[src/rtl/uart_tx_inbuf.sv]
// Transmit input buffer for the UART-Tx path: a DEPTH-entry FIFO feeding a holding register for the PISO.
// Optional sticky overflow flag with clear input, enabled by defining UART_INBUF_OVF_FLAG_EN.
module uart_tx_inbuf #(
  parameter int DATA_WIDTH = 8,
  parameter int DEPTH      = 4,
  localparam int ADDR_W    = $clog2(DEPTH)
) (
  input  logic                  clock,
  input  logic                  reset_n,
  input  logic [DATA_WIDTH-1:0] data_in,
  input  logic                  data_valid,
  output logic                  data_ready,
  input  logic                  done_flag,
  output logic [DATA_WIDTH-1:0] reg_data,
  output logic                  reg_valid,
  output logic [ADDR_W:0]       fifo_count
`ifdef UART_INBUF_OVF_FLAG_EN
  ,
  output logic                  ovf_flag,
  input  logic                  ovf_clr
`endif
);

  logic [ADDR_W:0]       wr_ptr_q, wr_ptr_d;
  logic [ADDR_W:0]       rd_ptr_q, rd_ptr_d;
  logic [DATA_WIDTH-1:0] mem_q [DEPTH];
  logic [DATA_WIDTH-1:0] mem_d [DEPTH];
  logic [DATA_WIDTH-1:0] reg_data_q, reg_data_d;
  logic                  reg_valid_q, reg_valid_d;

  logic empty, full, do_write, do_load, do_drain;

  // Extra pointer MSB distinguishes full from empty when the index bits match.
  assign empty = (wr_ptr_q == rd_ptr_q);
  assign full  = (wr_ptr_q[ADDR_W] != rd_ptr_q[ADDR_W]) &&
                 (wr_ptr_q[ADDR_W-1:0] == rd_ptr_q[ADDR_W-1:0]);

  assign do_write = data_valid && !full;
  assign do_load  = !empty && (!reg_valid_q || done_flag);
  assign do_drain = done_flag && empty && reg_valid_q;

  assign data_ready = !full;
  assign reg_data   = reg_data_q;
  assign reg_valid  = reg_valid_q;
  assign fifo_count = wr_ptr_q - rd_ptr_q;

  always_comb begin
    // NOTE: every signal gets a default before any branch, so no latches are inferred.
    wr_ptr_d    = wr_ptr_q;
    rd_ptr_d    = rd_ptr_q;
    mem_d       = mem_q;
    reg_data_d  = reg_data_q;
    reg_valid_d = reg_valid_q;

    if (do_write) begin
      mem_d[wr_ptr_q[ADDR_W-1:0]] = data_in;
      wr_ptr_d                    = wr_ptr_q + 1'b1;
    end

    if (do_load) begin
      reg_data_d  = mem_q[rd_ptr_q[ADDR_W-1:0]];
      reg_valid_d = 1'b1;
      rd_ptr_d    = rd_ptr_q + 1'b1;
    end else if (do_drain) begin
      reg_data_d  = '1;
      reg_valid_d = 1'b0;
    end
  end

  // NOTE: sequential state uses non-blocking assignments so all flops update together at the edge.
  always_ff @(posedge clock) begin
    if (!reset_n) begin
      wr_ptr_q    <= '0;
      rd_ptr_q    <= '0;
      reg_data_q  <= '1;
      reg_valid_q <= 1'b0;
    end else begin
      wr_ptr_q    <= wr_ptr_d;
      rd_ptr_q    <= rd_ptr_d;
      reg_data_q  <= reg_data_d;
      reg_valid_q <= reg_valid_d;
    end
  end

  // NOTE: storage is left unreset; equal pointers mark it empty, so stale contents are never read.
  always_ff @(posedge clock) begin
    mem_q <= mem_d;
  end

`ifdef UART_INBUF_OVF_FLAG_EN
  logic ovf_q, ovf_d;

  // Set is evaluated last so it wins over a simultaneous clear.
  always_comb begin
    ovf_d = ovf_q;
    if (ovf_clr) ovf_d = 1'b0;
    if (data_valid && full) ovf_d = 1'b1;
  end

  always_ff @(posedge clock) begin
    if (!reset_n) ovf_q <= 1'b0;
    else          ovf_q <= ovf_d;
  end

  assign ovf_flag = ovf_q;
`endif

endmodule

[config.mk]
export PLATFORM = sky130hd
export DESIGN_NAME = uart_tx_inbuf
export DESIGN_NICKNAME = d
export VERILOG_FILES = /design/src/rtl/uart_tx_inbuf.sv
export SDC_FILE = /design/constraint.sdc
export NUM_CORES = 1
export LEC_CHECK = 0
export BUFFER_PORTS_ARGS = -buffer_cell sky130_fd_sc_hd__buf_4
export CAP_MARGIN = 20
export CORE_ASPECT_RATIO = 1.2
export CORE_MARGIN = 2
export CORE_UTILIZATION = 55
export CTS_BUF_LIST = sky130_fd_sc_hd__clkbuf_16
export DETAILED_ROUTE_END_ITERATION = 7
export PLACE_DENSITY = 0.77
export SYNTH_ARGS = -nofsm -noshare
export SYNTH_HDL_FRONTEND = slang
export SYNTH_SLANG_ARGS = --single-unit
[constraint.sdc]
create_clock -name clock -period 3.3 [get_ports clock]
set_input_delay 0.165 -clock clock [delete_from_list [all_inputs] [get_ports clock]]
set_output_delay 0.165 -clock clock [all_outputs]
set_load 0.03 [all_outputs]
==> results.json, run 1 <==
{
  "clock-root-buffer": "clkbuf_16",
  "synthToLayoutAreaGrowth_pct": 20.19,
  "place.gp.congestion": 0.8173,
  "vias_per_cell": 5.908,
  "worstHoldStart": "data_in[1]",
  "clk_latency_ps": 280,
  "cts.sinks": 47,
  "critPathMaxFanout": 12,
  "rr_endpoint": "mem_q[24]$_DFFE_PP_",
  "antenna-diode-count": 0,
  "post_drt_wl_per_cell_um": 19.03,
  "use_met2": 0.3168,
  "multi_input_area_um2": 629.4,
  "ant_nets": 0,
  "grt-busiest-layer": "met2",
  "synthCells": 118,
  "drc_errors": 0,
  "core_area_um2": 3367,
  "fp-row-count": 23,
  "crit_buf_inv": 1,
  "crit_arrival_ps": 2440,
  "ioPinCount": 25,
  "cts_buffers": 5,
  "wl_um": 3501,
  "skew_ps": 7.566,
  "grt_util_met3": 0.04664,
  "vias": 1087,
  "cpMostUsedCell": "and2_1",
  "fillers": 240,
  "crit_chain": "inv_1 -> ha_1 -> and2_1 -> a21boi_1 -> and2_1",
  "vdd_drop_max_v": 0.0008510,
  "crit_slowest_cell": "dfxtp_1",
  "synthDominantAreaCellType": "edfxtp_1",
  "min_to": "mem_q[17]$_DFFE_PP_",
  "seqCellArea_um2": 1261,
  "post_cts_buffers": 0,
  "cts_buffer_depth": 2,
  "clk_pin_slew_worst_paths_ps": 60,
  "placed_cell_area_um2": 2151,
  "endpoint_kind": "flop",
  "synth_fp_nets": 138,
  "hold_viol": 0,
  "finalCriticalPeriod_ps": 2505,
  "layout.nets": 166,
  "met1_usage": 0.2481,
  "critical_path_class": "flop to flop",
  "max_freq_ghz": 0.3991,
  "antenna_found_initial": 0,
  "required_ps": 3240,
  "synth-seq-cells": 47,
  "rr_startpoint": "rd_ptr_q[1]$_SDFFE_PN0P_",
  "hold_path_class": "input pin to flop",
  "dieArea_um2": 4007,
  "hpwl_um": 2575,
  "ff2ff_path_depth": 5,
  "power.leakage_nw": 0.8768,
  "drv_slew": 0,
  "stdcell_area_um2": 2323,
  "grtUsageTotal": 0.1939,
  "grt-ovfl-total": 0,
  "worstHoldPathCells": 1,
  "htree_levels": 2,
  "synthTopCellsByArea": "edfxtp_1 (50%), dfxtp_1 (16%), mux4_2 (9.3%), ha_1 (4.5%), o32a_1 (4.1%)",
  "cts_resized": 0,
  "ys_seq_area_frac": 0.6524,
  "tightest_slew_ps": 543.9,
  "portBuffers": 24,
  "synth_top_area_share": 0.4971,
  "cpLargestDelayFamily": "flip-flops",
  "setup_viol": 0,
  "start_kind": "flop",
  "p_per_area_nw_per_um2": 942.4,
  "slew_headroom": 0.6367,
  "hold_buffers": 0,
  "synth_cell_type_count": 25,
  "status": "completed",
  "maxCapViolCount": 0,
  "start_util": 0.5741,
  "finalSetupTns_ps": 0,
  "grt_pass1_vias": 1117,
  "ff2ff_setup_slack_ps": 790,
  "rsz0062_at_grt": "false",
  "slowest_delay_ps": 650,
  "die_x_um": 58.12,
  "die_h_um": 68.95,
  "syn_area_um2": 1933,
  "grt_max_degree": 17,
  "grt_first_pass_wirelength_um": 5506,
  "drive_gt1_frac": 0.2993,
  "avgSynthCellArea_um2": 16.38,
  "drtIter0Drc": 47,
  "ys_warn_count": 0,
  "cts_tree": "done",
  "post-route-period-util": 0.7592,
  "firstDrtPassIters": 4
}
[stage by stage]
stage               setup slack, ps  instances  hold slack (ps)  utilization  total power [mW]
finish                        794.6        184            81.70       0.6901             2.190
global route                  628.1        184            78.28       0.6901             2.280
global placement              947.3        176            367.7       0.6388             1.611
detailed placement            837.5        176            370.6       0.6388             1.630
floorplan                      1098        118            263.9            -             1.365
CTS                           784.0        184            79.48       0.6901             2.199
[power breakdown]
part	total [mW]	switching, mW	internal, mW
sequential	0.821	0.0799	0.741
clock	0.565	0.204	0.361
combinational	0.804	0.460	0.345
total	2.19	0.743	1.45
[registers in the layout (all words and copies together), names as in the netlist]
name and flops:
mem_q 32, reg_data 8, rd_ptr_q 3, wr_ptr_q 3
reg_valid 1
[how the worst max path moves through the flow]
| stage | from | endpoint | slack, ps | cells past startpoint |
|---|---|---|---|---|
| floorplan | rd_ptr_q[1]$_SDFFE_PN0P_ | mem_q[0]$_DFFE_PP_ | 1100 | 6 |
| global placement | rd_ptr_q[1]$_SDFFE_PN0P_ | mem_q[18]$_DFFE_PP_ | 950 | 5 |
| detailed placement | rd_ptr_q[1]$_SDFFE_PN0P_ | mem_q[21]$_DFFE_PP_ | 840 | 5 |
| CTS | rd_ptr_q[1]$_SDFFE_PN0P_ | mem_q[25]$_DFFE_PP_ | 780 | 5 |
| global route | rd_ptr_q[1]$_SDFFE_PN0P_ | mem_q[25]$_DFFE_PP_ | 630 | 5 |
| finish | rd_ptr_q[1]$_SDFFE_PN0P_ | mem_q[24]$_DFFE_PP_ | 790 | 5 |
[worst reg2reg max path, stage by stage, from the launching register on]
cell      delay [ps]
dfxtp_1          650
inv_1            100
ha_1             300
and2_1           200
a21boi_1         470
and2_1           440
[area by class of cell]
type,count,area share
clock buffer,5,0.05385
clock inverter,3,0.02046
inverter,7,0.01131
multi-input combinational,60,0.2709
sequential,47,0.5428
tap,37,0.01992
timing repair buffer,25,0.08078
[cell usage in the layout, fill, tap and decap left out]
master      n
o31a_4      1
buf_4      25
mux2i_1     5
and2_1      5
a31oi_1     1
xor2_2      1
a21boi_0    1
nand2b_1    3
fa_1        1
nand2_1    10
o211ai_1    1
edfxtp_1   32
bufinv_16   1
clkinv_4    1
clkbuf_16   5
a211oi_1    1
xnor2_1     2
dfxtp_1    15
o211ai_2    1
mux4_2      8
a21boi_1    1
o32a_1      8
ha_1        7
inv_6       1
inv_1       7
and4_1      1
a211o_1     1
nor4_1      1
[cells in the mapped netlist]
cell type,n
a211o_1,1
a21boi_1,1
o211ai_2,1
inv_1,7
ha_1,7
nand2_1,10
and2_1,5
xnor2_1,2
a31oi_1,1
o32a_1,8
xor2_2,1
nand2b_1,3
a211oi_1,1
o211ai_1,1
clkbuf_1,3
mux4_2,8
edfxtp_1,32
dfxtp_1,15
mux2i_1,5
fa_1,1
a21boi_0,1
o31a_4,1
clkbuf_2,1
nor4_1,1
and4_1,1
[routing by layer]
layer	part of all wire	vias to the layer above	routed length, µm
met5	0	-	0
met4	0.019	0	66
met3	0.039	6	137
met2	0.50	29	1752
met1	0.44	543	1544
li1	-	509	-
[cell families (layout without fill, tap and decap cells)]
logic type	count (synthesis)	count (layout)	synth area share
AO/OA/AOI/OAI	16	16	0.08027
XOR/XNOR	3	3	0.01748
adder cells (fa/ha/maj)	8	8	0.05566
buffers and inverters	11	40	0.02201
flip-flops	47	47	0.6524
multiplexers	13	13	0.1191
AND/OR/NAND/NOR	20	20	0.05308
(Power assumes the default switching activity.)
==> run 2, diff against run 1 <==
--- a/config.mk
+++ b/config.mk
@@ -5,6 +5,7 @@
 export SDC_FILE = /design/constraint.sdc
 export NUM_CORES = 1
 export LEC_CHECK = 0
+export ABC_AREA = 1
 export BUFFER_PORTS_ARGS = -buffer_cell sky130_fd_sc_hd__buf_4
 export CAP_MARGIN = 20
 export CORE_ASPECT_RATIO = 1.2
==> constraint.sdc (replaced) <==
create_clock -name clock -period 2.5 [get_ports clock]
set_input_delay 0.125 -clock clock [delete_from_list [all_inputs] [get_ports clock]]
set_output_delay 0.125 -clock clock [all_outputs]
set_load 0.03 [all_outputs]
==> results.json, run 2 <==
{
  "status": "completed",
  "vias": 1392,
  "final_cell_mix": "nand2_1 (70), nand3_1 (38), edfxtp_1 (32), buf_4 (26), inv_1 (23)",
  "cts_buffers": 5,
  "required_ps": 2420,
  "start_kind": "flop",
  "stdcell_area_um2": 2446,
  "dieArea_um2": 4283,
  "yosysMostFrequentCell": "nand2_1",
  "clock-root-buffer": "clkbuf_16",
  "synth_edf_count": 32,
  "final_util": 0.6732,
  "die_x_um": 60.08,
  "tightest_slew_ps": 609.8,
  "antenna-diode-count": 0,
  "clk_pin_slew_worst_paths_ps": 60,
  "hpwl_um": 2714,
  "grt_pass1_vias": 1306,
  "slew_headroom": 0.5920,
  "synth_top_area_share": 0.4629,
  "drc_errors": 0,
  "setup_viol": 0,
  "firstDrtPassIters": 4,
  "synth_cell_type_count": 19,
  "core_area_um2": 3633,
  "synthDominantAreaCellType": "edfxtp_1",
  "grt-busiest-layer": "met2",
  "synthCells": 212,
  "cts_tree": "done",
  "drtIter0Drc": 64,
  "power.leakage_nw": 1.116,
  "hold_path_class": "input pin to flop",
  "p_per_area_nw_per_um2": 1137,
  "slowest_delay_ps": 480,
  "ioPinCount": 25,
  "crit_slowest_cell": "nor2_1",
  "post_drt_wl_per_cell_um": 12.81,
  "syn_area_um2": 2076,
  "grt_first_pass_wirelength_um": 6168,
  "grt_max_degree": 20,
  "crit_buf_inv": 2,
  "placed_cell_area_um2": 2280,
  "synthTopCellsByArea": "edfxtp_1 (46%), dfxtp_1 (14%), nand2_1 (13%), nand3_1 (9.2%), ha_1 (4.2%)",
  "ys.flop_type": "edfxtp_1",
  "synth_fp_nets": 232,
  "max_freq_ghz": 0.4852,
  "async_flop_share": 0,
  "finalSetupTns_ps": 0,
  "grtUsageTotal": 0.2005,
  "post-route-period-util": 0.8244,
  "critical_path_class": "flop to flop",
  "clk_latency_ps": 290,
  "drv_slew": 0,
  "finalCriticalPeriod_ps": 2061,
  "cts.sinks": 47,
  "post_cts_buffers": 0,
  "fp-row-count": 24,
  "final_common_cell": "nand2_1",
  "largest_reg_flops": 32,
  "avgSynthCellArea_um2": 9.791,
  "die_h_um": 71.30,
  "wl_um": 3715,
  "netlist_top_cells_count": "nand2_1 (70), nand3_1 (38), edfxtp_1 (32)",
  "crit_arrival_ps": 1990,
  "vdd_drop_max_v": 0.0008252,
  "ant_nets": 0,
  "drive_gt1_frac": 0.1597,
  "start_util": 0.5713,
  "skew_ps": 2.630,
  "cpLargestDelayFamily": "simple AND/OR/NAND/NOR gates",
  "fin_cells": 290,
  "rsz0062_at_grt": "false",
  "maxCapViolCount": 0,
  "layout.nets": 257,
  "cts_buffer_depth": 2,
  "ys_warn_count": 0,
  "grt-ovfl-total": 0,
  "hold_viol": 0,
  "use_met2": 0.3080,
  "grt_util_met3": 0.05415,
  "top_register": "mem_q",
  "vias_per_cell": 4.800,
  "antenna_found_initial": 0,
  "dp.cells": 282,
  "endpoint_kind": "flop",
  "cts_resized": 0,
  "hold_buffers": 0,
  "met1_usage": 0.2801,
  "place.gp.congestion": 0.7708,
  "htree_levels": 2,
  "crit_chain": "clkinv_1 -> ha_1 -> nand2_1 -> inv_1 -> nand2_2 -> nand2_4 -> nor2_1",
  "portBuffers": 24,
  "synthToLayoutAreaGrowth_pct": 17.84,
  "critPathMaxFanout": 9,
  "ys_seq_area_frac": 0.6076,
  "synth-seq-cells": 47
}
[run 2: cell count changes after synthesis, sizes merged, moves of 8 or more]
cell	change
buf	+8
o32a	-8
nand2	+63
nand3	+39
mux4	-8
inv	+16
[run 2: worst reg2reg max path: stages (launching register included)]
cell,delay (ps)
dfxtp_1,330
clkinv_1,210
ha_1,340
nand2_1,60
inv_1,60
nand2_2,120
nand2_4,90
nor2_1,480
[run 2: cell type report]
cell class | instances | area (µm²)
Clock inverter | 3 | 41.29
Tap cell | 52 | 65.06
Clock buffer | 5 | 125.1
Fill cell | 282 | 1187
Multi-Input combinational cell | 133 | 665.6
Sequential cell | 47 | 1261
Timing Repair Buffer | 26 | 195.2
Inverter | 24 | 92.59
[run 2: per-stage QoR]
stage / setup slack [ps] / hold slack [ps] / power [mW]
global placement: 490.5 / 344.3 / 2.028
finish: 438.9 / 46.36 / 2.781
floorplan: 329.1 / 223.9 / 1.811
detailed placement: 419.4 / 339.4 / 2.047
CTS: 412.1 / 42.16 / 2.793
global route: 303.9 / 43.72 / 2.964
[run 2: final timing paths]
kind	slack [ps]	from	cells past startpoint	to
worst max-delay path	440	rd_ptr_q[1]$_SDFFE_PN0P_	7	mem_q[13]$_DFFE_PP_
worst min-delay path	50	data_in[6]	1	mem_q[6]$_DFFE_PP_
worst min register to register	510	wr_ptr_q[0]$_SDFFE_PN0P_	2	wr_ptr_q[0]$_SDFFE_PN0P_
worst max register to register	440	rd_ptr_q[1]$_SDFFE_PN0P_	7	mem_q[13]$_DFFE_PP_
[run 2: layer usage]
layer | share of wire | up-vias
li1 | - | 738
met2 | 0.48 | 40
met3 | 0.054 | 5
met4 | 0.013 | 0
met5 | 0 | -
met1 | 0.45 | 609
[run 2: logic make-up (layout without fill, tap and decap cells)]
| kind of cell | count (synthesis) | in the layout | synth area share |
|---|---|---|---|
| AOI/OAI and AO/OA | 6 | 6 | 0.01447 |
| xor gates and xnor gates | 3 | 3 | 0.01266 |
| adders and majority gates | 8 | 8 | 0.05184 |
| buffers and inverters | 32 | 58 | 0.07172 |
| DFF | 47 | 47 | 0.6076 |
| and+or+nand+nor | 116 | 116 | 0.2417 |
[run 2: power by group]
part | internal [mW] | leakage (nW) | total, mW | switching [mW]
clock | 0.468 | 0.0812 | 0.744 | 0.276
combinational | 0.359 | 0.617 | 1.05 | 0.690
sequential | 0.938 | 0.417 | 0.988 | 0.0501
==> run 3, diff against run 2 <==
--- a/config.mk
+++ b/config.mk
@@ -5,7 +5,7 @@
 export SDC_FILE = /design/constraint.sdc
 export NUM_CORES = 1
 export LEC_CHECK = 0
-export ABC_AREA = 1
+export ABC_AREA = 0
 export BUFFER_PORTS_ARGS = -buffer_cell sky130_fd_sc_hd__buf_4
 export CAP_MARGIN = 20
 export CORE_ASPECT_RATIO = 1.2
==> constraint.sdc (replaced) <==
create_clock -name clock -period 2.05 [get_ports clock]
set_input_delay 0.1025 -clock clock [delete_from_list [all_inputs] [get_ports clock]]
set_output_delay 0.1025 -clock clock [all_outputs]
set_load 0.03 [all_outputs]
==> results.json, run 3 (synthesis gave the netlist of run 1 again) <==
{
  "synthToLayoutAreaGrowth_pct": 19.61,
  "hold_buffers": 0,
  "post_drt_wl_per_cell_um": 19.63,
  "top_layer": "met4",
  "hold_path_class": "input pin to flop",
  "final_cell_mix": "edfxtp_1 (32), buf_4 (27), dfxtp_1 (15), nand2_1 (10)",
  "final_common_cell": "edfxtp_1",
  "finalSetupTns_ps": 0,
  "largest_reg_flops": 32,
  "fp-row-count": 23,
  "worstHoldPathCells": 1,
  "firstDrtPassIters": 4,
  "htree_levels": 2,
  "cts_resized": 0,
  "max_freq_ghz": 0.5242,
  "antenna-diode-count": 0,
  "drv_slew": 0,
  "required_ps": 2020,
  "ff2ff_setup_slack_ps": 140,
  "dieArea_um2": 4007,
  "p_total_mw": 3.378,
  "grtUsageTotal": 0.2143,
  "p_per_area_nw_per_um2": 1461,
  "layout.nets": 168,
  "status": "completed",
  "drtIter0Drc": 37,
  "slew_headroom": 0.7112,
  "die_h_um": 68.95,
  "crit_chain": "inv_1 -> ha_1 -> and2_1 -> a21boi_1 -> buf_4 -> and2_2",
  "place.gp.congestion": 0.8003,
  "skew_ps": 2.311,
  "met2WireLength_um": 1778,
  "post_cts_buffers": 0,
  "endpoint_kind": "flop",
  "ant_nets": 0,
  "critical_path_class": "flop to flop",
  "hpwl_um": 2561,
  "start_util": 0.5741,
  "antenna_found_initial": 0,
  "clk_pin_slew_worst_paths_ps": 60,
  "final_util": 0.6867,
  "die_x_um": 58.12,
  "clock-root-buffer": "clkbuf_16",
  "crit_buf_inv": 2,
  "finalCriticalPeriod_ps": 1908,
  "vias_per_cell": 6.000,
  "grt_max_degree": 15,
  "wl_met1_um": 1484,
  "vdd_drop_max_v": 0.001209,
  "wl_met3_um": 262,
  "critPathMaxFanout": 8,
  "start_kind": "flop",
  "ff2ff_path_depth": 6,
  "cts.sinks": 47,
  "min_to": "mem_q[30]$_DFFE_PP_",
  "ioPinCount": 25,
  "vias": 1116,
  "power.leakage_nw": 0.8782,
  "top_register": "mem_q",
  "core_area_um2": 3367,
  "crit_slowest_cell": "dfxtp_1",
  "drive_gt1_frac": 0.3221,
  "grt_first_pass_wirelength_um": 5761,
  "rsz0062_at_grt": "false",
  "hold_viol": 0,
  "tightest_slew_ps": 431.9,
  "cts_buffers": 5,
  "setup_viol": 0,
  "cpLargestDelayFamily": "simple AND/OR/NAND/NOR gates",
  "wl_um": 3651,
  "fillers": 226,
  "clk_latency_ps": 280,
  "cts_tree": "done",
  "portBuffers": 24,
  "crit_arrival_ps": 1880,
  "grt-ovfl-total": 0,
  "slowest_delay_ps": 370,
  "rr_endpoint": "mem_q[17]$_DFFE_PP_",
  "cts_buffer_depth": 2,
  "post-route-period-util": 0.9305,
  "rr_startpoint": "wr_ptr_q[0]$_SDFFE_PN0P_",
  "grt_pass1_vias": 1083,
  "worstHoldStart": "data_in[6]",
  "worstSetupStartpoint": "wr_ptr_q[0]$_SDFFE_PN0P_",
  "drc_errors": 0,
  "maxCapViolCount": 0
}
-- run 3: cell count changes in the layout (fill, tap and decap cells not counted), sizes merged, moves of 3 or more --
| cell | delta |
|---|---|
| nand2b | +3 |
| nor2 | -4 |
| mux2i | +5 |
| mux4 | +8 |
| and2 | +5 |
| a21oi | -6 |
| inv | -16 |
| nand2 | -63 |
| o32a | +8 |
| nand3 | -39 |
-- run 3: worst max path at each step --
| stage | to | depth (start not counted) |
|---|---|---|
| 2_1_floorplan | mem_q[0]$_DFFE_PP_ | 6 |
| 3_3_place_gp | mem_q[18]$_DFFE_PP_ | 6 |
| 3_5_place_dp | mem_q[21]$_DFFE_PP_ | 6 |
| 4_1_cts | mem_q[21]$_DFFE_PP_ | 6 |
| 5_1_grt | mem_q[18]$_DFFE_PP_ | 6 |
| 6_report | mem_q[17]$_DFFE_PP_ | 6 |
-- run 3: worst register-to-register path: stages, from the launching register on --
cell and delay (ps):
dfxtp_1 370, inv_1 110, ha_1 320, and2_1 180
a21boi_1 150, buf_4 160, and2_2 290
-- run 3: layout make-up --
class | instances | area [µm²] | area share
tap | 37 | 46.29 | 0.02002
sequential | 47 | 1261 | 0.5455
inverter | 7 | 26.28 | 0.01136
timing repair buffer | 27 | 202.7 | 0.08766
clock buffer | 5 | 125.1 | 0.05411
clock inverter | 3 | 16.27 | 0.007035
multi-input combinational | 60 | 634.4 | 0.2744
-- run 3: where the power goes --
| group | switching, mW | internal [mW] | total (mW) |
|---|---|---|---|
| registers | 0.0972 | 1.19 | 1.29 |
| logic | 0.756 | 0.565 | 1.32 |
| clock network | 0.322 | 0.445 | 0.767 |
| total | 1.18 | 2.20 | 3.38 |
-- run 3: layer usage --
layer  global-route usage  vias up
met4               0.1250        0
met2               0.3139       53
li1                     -      513
met1               0.2807      541
met3              0.07090        9
met5                    0        -
-- run 3: stage by stage --
step / hold slack (ps) / area (µm²) / std cells / worst slack [ps]
after floorplan: 201.4 / 1939 / 118 / 48.06
after global placement: 305.9 / 2171 / 178 / 215.3
after detailed placement: 314.5 / 2171 / 178 / 148.0
after CTS: 17.82 / 2312 / 186 / 120.0
after global routing: 16.40 / 2312 / 186 / 14.50
final: 21.96 / 2312 / 186 / 142.4
